===== src/rtl/rv32i_pkg.sv =====
// Shared RV32I opcode constants and the source/destination decode used by operand fetch.
package rv32i_pkg;

  localparam logic [6:0] OPC_OP     = 7'b0110011;
  localparam logic [6:0] OPC_OP_IMM = 7'b0010011;
  localparam logic [6:0] OPC_LOAD   = 7'b0000011;
  localparam logic [6:0] OPC_STORE  = 7'b0100011;
  localparam logic [6:0] OPC_BRANCH = 7'b1100011;
  localparam logic [6:0] OPC_JAL    = 7'b1101111;
  localparam logic [6:0] OPC_JALR   = 7'b1100111;
  localparam logic [6:0] OPC_LUI    = 7'b0110111;
  localparam logic [6:0] OPC_AUIPC  = 7'b0010111;

  typedef struct packed {
    logic use_rs1;
    logic use_rs2;
    logic rd_we;
  } src_dec_t;

  function automatic src_dec_t decode_src(input logic [6:0] opcode, input logic [4:0] rd);
    src_dec_t d;
    d.use_rs1 = opcode inside {OPC_OP, OPC_OP_IMM, OPC_LOAD, OPC_STORE, OPC_BRANCH, OPC_JALR};
    d.use_rs2 = opcode inside {OPC_OP, OPC_STORE, OPC_BRANCH};
    d.rd_we   = (opcode inside {OPC_OP, OPC_OP_IMM, OPC_LOAD, OPC_LUI, OPC_AUIPC,
                                OPC_JAL, OPC_JALR}) && (rd != 5'd0);
    return d;
  endfunction

endpackage


===== src/rtl/reg_scoreboard.sv =====
// Busy bit per architectural register: set on issue, cleared by write-back or by
// flushing the issued instruction. A set in the same cycle as a clear wins.
module reg_scoreboard #(
  parameter int NREG = 32
) (
  input  logic            clk,
  input  logic            rst,
  input  logic            set_en,
  input  logic [4:0]      set_idx,
  input  logic            wb_en,
  input  logic [4:0]      wb_idx,
  input  logic            flush_en,
  input  logic [4:0]      flush_idx,
  output logic [NREG-1:0] busy
);

  logic [NREG-1:0] busy_next;

  always_comb begin
    busy_next = busy;
    if (wb_en)    busy_next[wb_idx]    = 1'b0;
    if (flush_en) busy_next[flush_idx] = 1'b0;
    if (set_en)   busy_next[set_idx]   = 1'b1;
    busy_next[0] = 1'b0;
  end

  always_ff @(posedge clk or negedge rst) begin
    if (!rst) busy <= '0;
    else      busy <= busy_next;
  end

endmodule


===== src/rtl/operand_fetch.sv =====
// Operand fetch stage: reads the register file, bypasses write-back data, stalls on
// RAW/WAW hazards via the scoreboard and holds one issued instruction for execute.
module operand_fetch
  import rv32i_pkg::*;
#(
  parameter int XLEN = 32,
  parameter int NREG = 32
) (
  input  logic            clk,
  input  logic            rst,
  input  logic            in_valid,
  output logic            in_ready,
  input  logic [31:0]     instr,
  input  logic [31:0]     pc_in,
  output logic [4:0]      rs1_enc,
  output logic [4:0]      rs2_enc,
  input  logic [XLEN-1:0] rs1,
  input  logic [XLEN-1:0] rs2,
  input  logic            wb_valid,
  input  logic [4:0]      wb_enc,
  input  logic [XLEN-1:0] wb_data,
  input  logic            flush,
  output logic            out_valid,
  input  logic            out_ready,
  output logic [31:0]     out_pc,
  output logic [31:0]     out_instr,
  output logic [XLEN-1:0] out_op1,
  output logic [XLEN-1:0] out_op2,
  output logic [4:0]      out_rd,
  output logic            out_rd_we
);

  src_dec_t        dec;
  logic [4:0]      rd_enc;
  logic            bypass1, bypass2, wb_hits_rd;
  logic            hazard, accept;
  logic [XLEN-1:0] op1_val, op2_val;
  logic [NREG-1:0] busy;

  assign rs1_enc = instr[19:15];
  assign rs2_enc = instr[24:20];
  assign rd_enc  = instr[11:7];
  assign dec     = decode_src(instr[6:0], rd_enc);

  assign bypass1    = wb_valid && (wb_enc == rs1_enc) && (rs1_enc != 5'd0);
  assign bypass2    = wb_valid && (wb_enc == rs2_enc) && (rs2_enc != 5'd0);
  assign wb_hits_rd = wb_valid && (wb_enc == rd_enc);

  always_comb begin
    op1_val = rs1;
    if (rs1_enc == 5'd0) op1_val = '0;
    else if (bypass1)    op1_val = wb_data;
    op2_val = rs2;
    if (rs2_enc == 5'd0) op2_val = '0;
    else if (bypass2)    op2_val = wb_data;
  end

  // A write-back landing this cycle resolves the hazard it would otherwise cause.
  assign hazard = (dec.use_rs1 && busy[rs1_enc] && !bypass1) ||
                  (dec.use_rs2 && busy[rs2_enc] && !bypass2) ||
                  (dec.rd_we   && busy[rd_enc]  && !wb_hits_rd);

  assign in_ready = (!out_valid || out_ready) && !hazard && !flush;
  assign accept   = in_valid && in_ready;

  reg_scoreboard #(.NREG(NREG)) u_sb (
    .clk       (clk),
    .rst       (rst),
    .set_en    (accept && dec.rd_we),
    .set_idx   (rd_enc),
    .wb_en     (wb_valid),
    .wb_idx    (wb_enc),
    .flush_en  (flush && out_valid && out_rd_we),
    .flush_idx (out_rd),
    .busy      (busy)
  );

  always_ff @(posedge clk or negedge rst) begin
    if (!rst) begin
      out_valid <= 1'b0;
      out_pc    <= '0;
      out_instr <= '0;
      out_op1   <= '0;
      out_op2   <= '0;
      out_rd    <= '0;
      out_rd_we <= 1'b0;
    end else if (accept) begin
      out_valid <= 1'b1;
      out_pc    <= pc_in;
      out_instr <= instr;
      out_op1   <= op1_val;
      out_op2   <= op2_val;
      out_rd    <= rd_enc;
      out_rd_we <= dec.rd_we;
    end else if (flush || out_ready) begin
      out_valid <= 1'b0;
    end
  end

endmodule


===== config.mk =====
export PLATFORM = sky130hd
export DESIGN_NAME = operand_fetch
export DESIGN_NICKNAME = d
export VERILOG_FILES = /design/src/rtl/rv32i_pkg.sv /design/src/rtl/reg_scoreboard.sv /design/src/rtl/operand_fetch.sv
export SDC_FILE = /design/constraint.sdc
export NUM_CORES = 1
export LEC_CHECK = 0
export BUFFER_PORTS_ARGS = -buffer_cell sky130_fd_sc_hd__buf_2
export CELL_PAD_IN_SITES_DETAIL_PLACEMENT = 0
export CELL_PAD_IN_SITES_GLOBAL_PLACEMENT = 1
export CORE_UTILIZATION = 35
export DETAILED_ROUTE_END_ITERATION = 10
export PLACE_DENSITY_LB_ADDON = 0.1
export SYNTH_ARGS = -nofsm -noshare
export SYNTH_HDL_FRONTEND = slang
export SYNTH_HIERARCHICAL = 1
export SYNTH_SLANG_ARGS = --single-unit

===== constraint.sdc =====
create_clock -name clk -period 5.1 [get_ports clk]
set_input_delay 0.51 -clock clk [delete_from_list [all_inputs] [get_ports clk]]
set_output_delay 0.51 -clock clk [all_outputs]
set_load 0.005 [all_outputs]

After elaboration in Yosys (flattened, before gate mapping)
Index checks and enable logic that the tools add are counted.
{"block": "totals", "reg_bits": 166, "latchBits": 0, "ramBits": 0, "romBits": 0, "in_bits": 171, "out_inout_bits": 146, "wordCells": 94, "n_memories": 0}
{"block": "op_classes", "addsub": 0, "n_mul": 0, "div": 0, "magnitude_cmp": 8, "eq_ne": 12, "shifts": 0, "n_mux": 21, "n_bitwise": 5, "reduce_logical": 40}
{"operator": "two-way mux 32 bit", "count": 7}
{"operator": "bitwise AND 32 bit", "count": 2}
{"operator": "inverter 32 bit", "count": 2}
{"operator": "bitwise OR 32 bit", "count": 1}
{"operator": "< comparator 5 x 6 -> 1 bit, second input constant", "count": 5}
{"operator": "equality test 7 x 6 -> 1 bit, second input constant", "count": 3}
{"operator": "equality test 7 bit, second input constant", "count": 3}
{"operator": "logical AND 1 bit", "count": 21}
{"operator": "binary-select mux 1 bit (select 5 bit)", "count": 3}
{"operator": "demux 1 bit (select 5 bit)", "count": 3}
{"operator": "equality test 5 bit", "count": 3}
{"operator": ">= comparator 5 x 1 -> 1 bit, second input constant", "count": 3}
{"operator": "nonzero test 5 bit", "count": 3}
{"operator": "equality test 7 x 5 -> 1 bit, second input constant", "count": 2}
{"operator": "logical NOT 5 bit", "count": 2}
{"operator": "two-way mux 1 bit", "count": 8}
{"operator": "equality test 7 x 2 -> 1 bit, second input constant", "count": 1}
{"operator": "nonzero test 7 bit", "count": 1}
{"operator": "logical NOT 1 bit", "count": 6}
{"operator": "nonzero test 6 bit", "count": 1}
{"operator": "logical OR 1 bit", "count": 4}
{"operator": "nonzero test 3 bit", "count": 1}
{"operator": "nonzero test 2 bit", "count": 1}

Depth between registers and ports, before layout
Gate-level depths: netlist of the first run.
{"block": "depth", "ltp_word": 13, "mapped_depth": 14, "mapped_depth_nobuf": 10}

Cells and area by module
The synthesis of the first run kept the hierarchy.
{"module": "operand_fetch", "n_inst": 1, "cells_each": 633, "area_each_um2": 7054.3, "seq_area_each_um2": 3253.1}
{"module": "reg_scoreboard", "n_inst": 1, "cells_each": 154, "area_each_um2": 1725.4, "seq_area_each_um2": 775.7}

Least setup slack after synthesis of the first run
OpenSTA, ideal clock, no wires.
{"block": "synth_path", "path_kind": "input to register", "start": "in instr[20]", "end": "reg u_sb.busy[4]", "setup_time_ps": 66, "arrival_ps": 3240, "required_ps": 5034, "slack_ps": 1794, "path_stages": 13, "n_path_buf": 3, "cell_sequence": "clkbuf_1 > mux4_2 > mux2_2 > nor3b_1 > nor4_1 > nor4_2 > nand2_2 > buf_6 > buf_6 > nor2_1 > nand2_1 > nor3_1 > a22o_1"}
{"block": "synth_between", "elab_chain_len": 13, "elab_cells_between_ends": 17, "classes_between": "eq/ne (1); mux (3); reduce/logical (13)"}
{"item": "from (decl)", "line_no": "operand_fetch.sv:13", "source": "input logic [31:0] instr,"}
{"item": "parallel branches: the longest is 4 deep, another holds binary-select mux 1 bit (select 5 bit)"}
{"item": "logical AND 1 bit *", "line_no": "operand_fetch.sv:60", "source": "(dec.use_rs2 && busy[rs2_enc] && !bypass2) ||"}
{"item": "logical OR 1 bit *", "line_no": "operand_fetch.sv:59", "source": "assign hazard = (dec.use_rs1 && busy[rs1_enc] && !bypass1) ||"}
{"item": "logical OR 1 bit *", "line_no": "operand_fetch.sv:60"}
{"item": "logical NOT 1 bit *", "line_no": "operand_fetch.sv:63", "source": "assign in_ready = (!out_valid || out_ready) && !hazard && !flush;"}
{"item": "logical AND 1 bit * (2 in a row)", "line_no": "operand_fetch.sv:63"}
{"item": "named net in_ready", "line_no": "operand_fetch.sv:12", "source": "output logic in_ready,"}
{"item": "logical AND 1 bit *", "line_no": "operand_fetch.sv:64", "source": "assign accept = in_valid && in_ready;"}
{"item": "logical AND 1 bit *", "line_no": "operand_fetch.sv:69", "source": ".set_en (accept && dec.rd_we),"}
{"item": "two-way mux 32 bit *", "line_no": "reg_scoreboard.sv:23", "source": "if (set_en) busy_next[set_idx] = 1'b1;"}
{"item": "named net u_sb.busy_next[4]", "line_no": "reg_scoreboard.sv:17", "source": "logic [NREG-1:0] busy_next;"}
{"item": "to (signal assigned)", "line_no": "reg_scoreboard.sv:29", "source": "else busy <= busy_next;"}
{"item": "to (decl)", "line_no": "reg_scoreboard.sv:14", "source": "output logic [NREG-1:0] busy"}
Mark *: on every way through the listed nets, which the timed path passes. The select of a mux whose other input is x is not followed.
A chain may end at the register's enable or synchronous reset.

Worst setup path in the final report of the first run
{"block": "layout_path", "start": "in instr[21]", "end": "reg out_instr[26]"}
{"block": "layout_between", "elab_chain_len": 11, "elab_cells_between_ends": 15, "classes_between": "eq/ne (1); mux (2); reduce/logical (12)"}
{"item": "parallel branches: the longest is 4 deep, another holds binary-select mux 1 bit (select 5 bit)"}
{"item": "logical AND 1 bit *", "line_no": "operand_fetch.sv:60"}
{"item": "logical OR 1 bit *", "line_no": "operand_fetch.sv:59"}
{"item": "logical OR 1 bit *", "line_no": "operand_fetch.sv:60"}
{"item": "logical NOT 1 bit *", "line_no": "operand_fetch.sv:63"}
{"item": "logical AND 1 bit * (2 in a row)", "line_no": "operand_fetch.sv:63"}
{"item": "logical AND 1 bit *", "line_no": "operand_fetch.sv:64"}
{"item": "to (signal assigned)", "line_no": "operand_fetch.sv:90", "source": "out_instr <= instr;"}
{"item": "to (decl)", "line_no": "operand_fetch.sv:26", "source": "output logic [31:0] out_instr,"}
Every way passes the cells marked *. The select of a mux whose other input is x is not followed.

==> metrics.cfg, run 1 <==
[run_status]
outcome = complete, no violations

[timing]
final-hold-violation-count = 0
setup_ws_ns = 1.61
skew_ns = 0.0169
max_freq_mhz = 286
slew_headroom_pct = 41.8
fin_crit_sh_pct = 68.5
min_period_ns = 3.49
setup_viol = 0
rsz0062_at_grt = no
drv_slew = 0
setup_tns_ns = 0
worst_pin_slew_ns = 0.873

[power]
ir_drop_uv = 175
power_density_nw_per_um2 = 337
leakage_uw = 0.00513
total_power_uw = 3720

[clock_network]
cts_max_path_buffers = 2
path_clk_slew_ns = 0.07
cts_resized = 0
cts_tree = built
clock_latency_ns = 0.43
cts_setup_buffers = 0
cts_buffers = 17
cts_hold_buf = 0
clock-sinks = 161
cts-root-buf = clkbuf_16
cts_htree_levels = 4

[detailed_routing]
via_per_inst = 5.20
drt-pass1-iter-count = 5
vias = 7240
drtAntennaViolNets = 0
drc = 0
met2WireLength_mm = 13.6
wl_met3_mm = 1.44
wl_per_cell_um = 19.6
drt_wl_total_mm = 27.3
drtIter0Drc = 408
wirelength_met1_mm = 12.0
top_layer = met4

[placed_design]
gp_congestion = 0.825
dp_hpwl_mm = 19.8
numPortBuffers = 316
pre_cts_slack_ns = 1.08
dpl_cell_area_um2 = 10400

[grt]
grt_pass1_wl_mm = 42.0
grt.overflow.total = 0
grt_pass1_vias = 7083
antenna_found_initial = 1
grt_max_degree = 108
grtUsageTotal_pct = 21.2

[worst_setup_path]
critPathTopFamily = simple AND/OR/NAND/NOR gates
worstPathCellList = buf_2, or3_1, o311ai_0, o21ai_0, nor4_1, nor4_2, nand2_8, buf_12, mux2_2
critical_path.max_fanout = 107
slowest_stage = o311ai_0
critical_path.startpoint = instr[21]
timing.rr.start = u_sb/busy[22]$_DFF_PN0_
r2r_setup_slack_ns = 1.80
cp-end-kind = flop
slowest_delay_ns = 0.65
reg2reg_depth = 10
worstReg2RegEnd = u_sb/busy[4]$_DFF_PN0_
cp.arrival_ns = 3.80
crit_required_ns = 5.41
critPathLaunchType = input port
worstSetupPathType = input port to flop
worst-path-buf-inv = 2

[logic_synthesis]
synth_top_family_by_area = multiplexers
synth.area.top_cells = dfrtp_1, mux2_1, mux2_2, nand2_1, mux4_2
synthTopCellsByCount = dfrtp_1, nand2_1, mux2_1
yosys.area.top_type_share_pct = 45.9
synth.mux.area_fraction_pct = 23.6
synth.ff_latch_count = 161
synth_ff_type = dfrtp_1
yosysMostFrequentCell = dfrtp_1
synth-simple-area-share_pct = 12.5
ys_seq_area_share_pct = 45.9
synth-adder-area-share_pct = 0
yosysTopAreaCell = dfrtp_1
syn_nets = 958
synth_xor_area_share_pct = 1.40
yosys.cell_types.count = 56
synth_area_per_cell_um2 = 11.2
async_reset_ff_share_pct = 100
ys_warn_count = 6
synth_compound_area_share_pct = 11.3
syn_area_um2 = 8780
synth_edf_count = 0
syn_inst = 787

[layout]
area_growth_pct = 25.8
stdcell_area_um2 = 11000
multiInputGateArea_um2 = 4310
design.final.nets = 1225
fillerInstances = 2381
layout-drive-gt1-share_pct = 40.6
regArea_um2 = 4030

[floorplanning]
die_x_um = 160
initial_utilization_pct = 35.9
die-area_um2 = 25700
fp.coreArea_um2 = 24500
ios = 317
die_h_um = 160
row_count = 57

[worst_hold_path]
worstHoldPathType = input port to asynchronous set/reset pin

[flow_run]
maxCapViolations = 0

-- kinds of logic after synthesis --
family                    after synthesis
buffers and inverters                  77
DFF                                   161
AOI/OAI and AO/OA                     146
other                                   1
and+or+nand+nor                       218
xor gates and xnor gates               14
muxes                                 170
-- area by class of cell --
cell class,instances,share of cell area [%]
well taps,324,3.67
repair buffers,323,15.0
flip-flops and latches,161,36.5
multi-input cells,549,39.0
diodes,1,0.0227
inverters,2,0.0680
clock inverters,15,1.95
clock buffers,17,3.85
-- cells in the final DEF, fill, tap and decap left out, types with 6 or more instances in the layout --
cell type,n
clkbuf_16,17
buf_2,315
nor2b_1,7
a22oi_1,24
dfrtp_1,161
a22o_1,27
nand2b_1,7
mux4_2,16
nor2_1,17
nand2_1,133
mux2_1,87
nand4_1,6
mux2i_1,19
a32oi_1,6
buf_4,6
xnor2_1,10
o21ai_0,69
mux2_2,48
-- per-stage QoR --
| step | hold WS (ns) | util, % | std cells |
|---|---|---|---|
| 6_report | 0.130 | 45.1 | 1392 |
| 5_1_grt | 0.196 | 45.1 | 1391 |
| 4_1_cts | 0.192 | 45.1 | 1391 |
| 3_5_place_dp | 0.475 | 42.5 | 1359 |
| 3_3_place_gp | 0.468 | 42.5 | 1359 |
| 2_1_floorplan | 0.214 | - | 787 |
-- power breakdown --
group	total, uW	leakage [uW]	switching (uW)	internal [uW]
Combinational	732	0.00285	354	379
Clock	1390	0.000312	593	798
Sequential	1600	0.00197	118	1480
Total	3720	0.00513	1060	2660
-- flip-flops by register name, summed over array words and instances (netlist names) --
name,flops
out_pc,32
out_op2,32
out_op1,32
out_rd_we,1
u_sb/busy,31
out_instr,32
out_valid,1
-- worst reg2reg max path, delay by kind of cell (launching register included) --
kind	cells	cell delay [ns]
multiplexers	2	0.76
AO/OA/AOI/OAI	3	0.48
AND/OR/NAND/NOR	5	1.55
flip-flops	1	0.43
-- routing by layer --
metal  vias to the layer above  GRT usage, %
li1                       3376             -
met1                      3570          28.1
met2                       271          35.7
met3                        23          3.85
met4                         0          5.32
met5                         -             0
-- worst max-delay path by stage --
stage	endpoint	cells after the start	slack, ns
after floorplan	u_sb/busy[4]$_DFF_PN0_	13	1.79
after global placement	out_instr[29]$_DFFE_PN0P_	9	1.11
after detailed placement	out_instr[29]$_DFFE_PN0P_	9	1.08
after CTS	out_instr[17]$_DFFE_PN0P_	9	1.54
after global routing	out_instr[17]$_DFFE_PN0P_	9	1.33
final	out_instr[26]$_DFFE_PN0P_	9	1.61
No activity file was read; power rests on OpenSTA's default activity.
==> inputs of run 2 (changes only) <==
==> constraint.sdc (replaced) <==
create_clock -name clk -period 3.3 [get_ports clk]
set_input_delay 0.33 -clock clk [delete_from_list [all_inputs] [get_ports clk]]
set_output_delay 0.33 -clock clk [all_outputs]
set_load 0.005 [all_outputs]
==> metrics.cfg, run 2 (same netlist as run 1, synthesis figures left out) <==
[detailed_routing]
drtIter0Drc = 466  ; +14%
wl_per_cell_um = 19.9  ; +1.6%
vias = 7350  ; +1.5%
via_per_inst = 5.16  ; -0.83%
drc = 0  ; unchanged
drtAntennaViolNets = 0  ; unchanged
drt-pass1-iter-count = 5  ; unchanged
drt_wl_total_mm = 28.4  ; +4.0%

[clock_network]
cts_setup_buffers = 0  ; unchanged
cts_buffers = 17  ; unchanged
cts-root-buf = clkbuf_16
clock_latency_ns = 0.43  ; about the same
clock-sinks = 161  ; unchanged
path_clk_slew_ns = 0.08  ; about the same
cts_htree_levels = 4  ; unchanged
cts_max_path_buffers = 2  ; unchanged
cts_tree = built

[timing]
rsz0062_at_grt = no
final-hold-violation-count = 0  ; unchanged
setup_tns_ns = 0  ; unchanged
fin_crit_sh_pct = 90.6
worst_pin_slew_ns = 0.977  ; +0.103 ns
slew_headroom_pct = 34.8  ; -7.0 points
skew_ns = 0.0109  ; -0.00603 ns
max_freq_mhz = 334
setup_viol = 0  ; unchanged
min_period_ns = 2.99
hold_ws_ns = 0.104  ; -0.0257 ns
drv_slew = 0  ; unchanged

[worst_setup_path]
cp-end-kind = flop
worstSetupPathType = flop to flop
timing.rr.start = u_sb/busy[31]$_DFF_PN0_
worstReg2RegEnd = u_sb/busy[7]$_DFF_PN0_
reg2reg_depth = 11  ; +1
r2r_setup_slack_ns = 0.31  ; -1.49 ns
cp.arrival_ns = 3.36  ; -0.44 ns
crit_required_ns = 3.67  ; -1.74 ns
critical_path.max_fanout = 4  ; -96%
critPathLaunchType = flop

[grt]
grt.overflow.total = 0  ; unchanged
grt_pass1_vias = 7283  ; +2.8%
antenna_found_initial = 0  ; -1
grt_pass1_wl_mm = 43.3  ; +3.1%
grt_max_degree = 69  ; -36%
grtUsageTotal_pct = 22.1  ; +0.88 points

[power]
power_density_nw_per_um2 = 497  ; +47%
ir_drop_uv = 319  ; +82%
leakage_uw = 0.00531  ; +3.5%
pwr-share-clk_pct = 35.1  ; -2.3 points
p_sw_uw = 1710  ; +60%
p_int_uw = 3930  ; +48%
p_seq_share_pct = 43.8  ; +0.9 points
swShare_pct = 30.3  ; +1.7 points
combPwrFrac_pct = 21.1  ; +1.4 points

[placed_design]
dp.cells = 1392  ; +2.4%
dpl_cell_area_um2 = 10700  ; +3.3%
gp_congestion = 0.831  ; +0.74%
dp_hpwl_mm = 21.0  ; +6.2%
numPortBuffers = 316  ; unchanged

[layout]
final_common_cell = buf_2
area_growth_pct = 29.2
design.final.nets = 1259  ; +2.8%
layout-drive-gt1-share_pct = 42.3  ; +1.7 points
stdcell_area_um2 = 11300  ; +2.7%
diodes = 0  ; -1
final_cell_mix = buf_2, dfrtp_1, nand2_1, mux2_1, o21ai_0
final_cells = 1425  ; +2.4%

[floorplanning]
fp.coreArea_um2 = 24500  ; unchanged
die-area_um2 = 25700  ; unchanged
die_x_um = 160  ; unchanged
row_count = 57  ; unchanged
ios = 317  ; unchanged
die_h_um = 160  ; unchanged
initial_utilization_pct = 35.9  ; unchanged

[worst_hold_path]
min_delay_path_depth = 2
worstHoldPathType = input port to flop
hp-start = pc_in[15]
hold_path_end = out_pc[15]$_DFFE_PN0P_

[flow_run]
maxCapViolations = 0  ; unchanged

[run_status]
outcome = complete, no violations

-- run 2: cell types whose count changed in the layout (fill, tap and decap cells not counted) --
cell,before,now
dlygate4sd3_1,0,1
diode_2,1,0
buf_4,6,31
inv_6,4,3
bufinv_16,3,0
inv_8,4,5
clkinv_8,2,3
clkinv_4,0,2
buf_12,1,9
-- run 2: through the flow --
step / util (%) / power [uW] / setup slack (ns)
final: 46.4 / 5630 / 0.310
after global routing: 46.4 / 5930 / 0.0763
after CTS: 46.4 / 5730 / 0.324
after detailed placement: 43.9 / 3720 / 0.108
after global placement: 43.9 / 3700 / 0.124
after floorplan: - / 3040 / 0.174
-- run 2: how the worst max path moves through the flow --
stage | start | to | slack (ns) | cells after the start
2_1_floorplan | instr[20] | u_sb/busy[4]$_DFF_PN0_ | 0.17 | 13
3_3_place_gp | instr[20] | u_sb/busy[7]$_DFF_PN0_ | 0.12 | 12
3_5_place_dp | instr[17] | out_pc[25]$_DFFE_PN0P_ | 0.11 | 11
4_1_cts | u_sb/busy[15]$_DFF_PN0_ | u_sb/busy[7]$_DFF_PN0_ | 0.32 | 12
5_1_grt | u_sb/busy[23]$_DFF_PN0_ | u_sb/busy[7]$_DFF_PN0_ | 0.08 | 11
6_report | u_sb/busy[31]$_DFF_PN0_ | u_sb/busy[7]$_DFF_PN0_ | 0.31 | 11
-- run 2: power groups by stage --
stage	logic, uW	clock network [uW]	registers [uW]
floorplan	527	0	2510
global placement	1200	0	2500
detailed placement	1210	0	2510
CTS	1210	2040	2470
global route	1290	2120	2520
finish	1190	1980	2470
-- run 2: what timing repair did --
action	in CTS	in global routing
hold buffers	1	0
endpoints found under the hold margin	66	0
resized for setup	0	0
setup endpoints to repair	0	0
-- run 2: area by class of cell --
type                            count  area, um2
Clock inverter                     15        161
Inverter                            2       7.51
Fill cell                        2406      13100
Clock buffer                       17        425
Multi-Input combinational cell    549       4310
Sequential cell                   161       4030
Timing Repair Buffer              357       2010
Tap cell                          324        405
-- run 2: metal layers --
metal  vias to the layer above  GRT usage, %  routed length [um]
met5                         -             0                   0
met4                         0          6.58                 529
met3                        42          3.74                1740
met2                       296          37.6               14100
met1                      3566          28.7               12000
li1                       3446             -                   -
-- run 2: critical path: stages (launching register included) --
cell	delay [ns]
dfrtp_1	0.45
mux4_2	0.50
mux2_2	0.27
a22oi_1	0.14
o311ai_1	0.12
nor4_2	0.27
buf_4	0.18
nand2_8	0.05
nor2_1	0.17
nand2_1	0.15
nor3_1	0.40
a22o_1	0.22
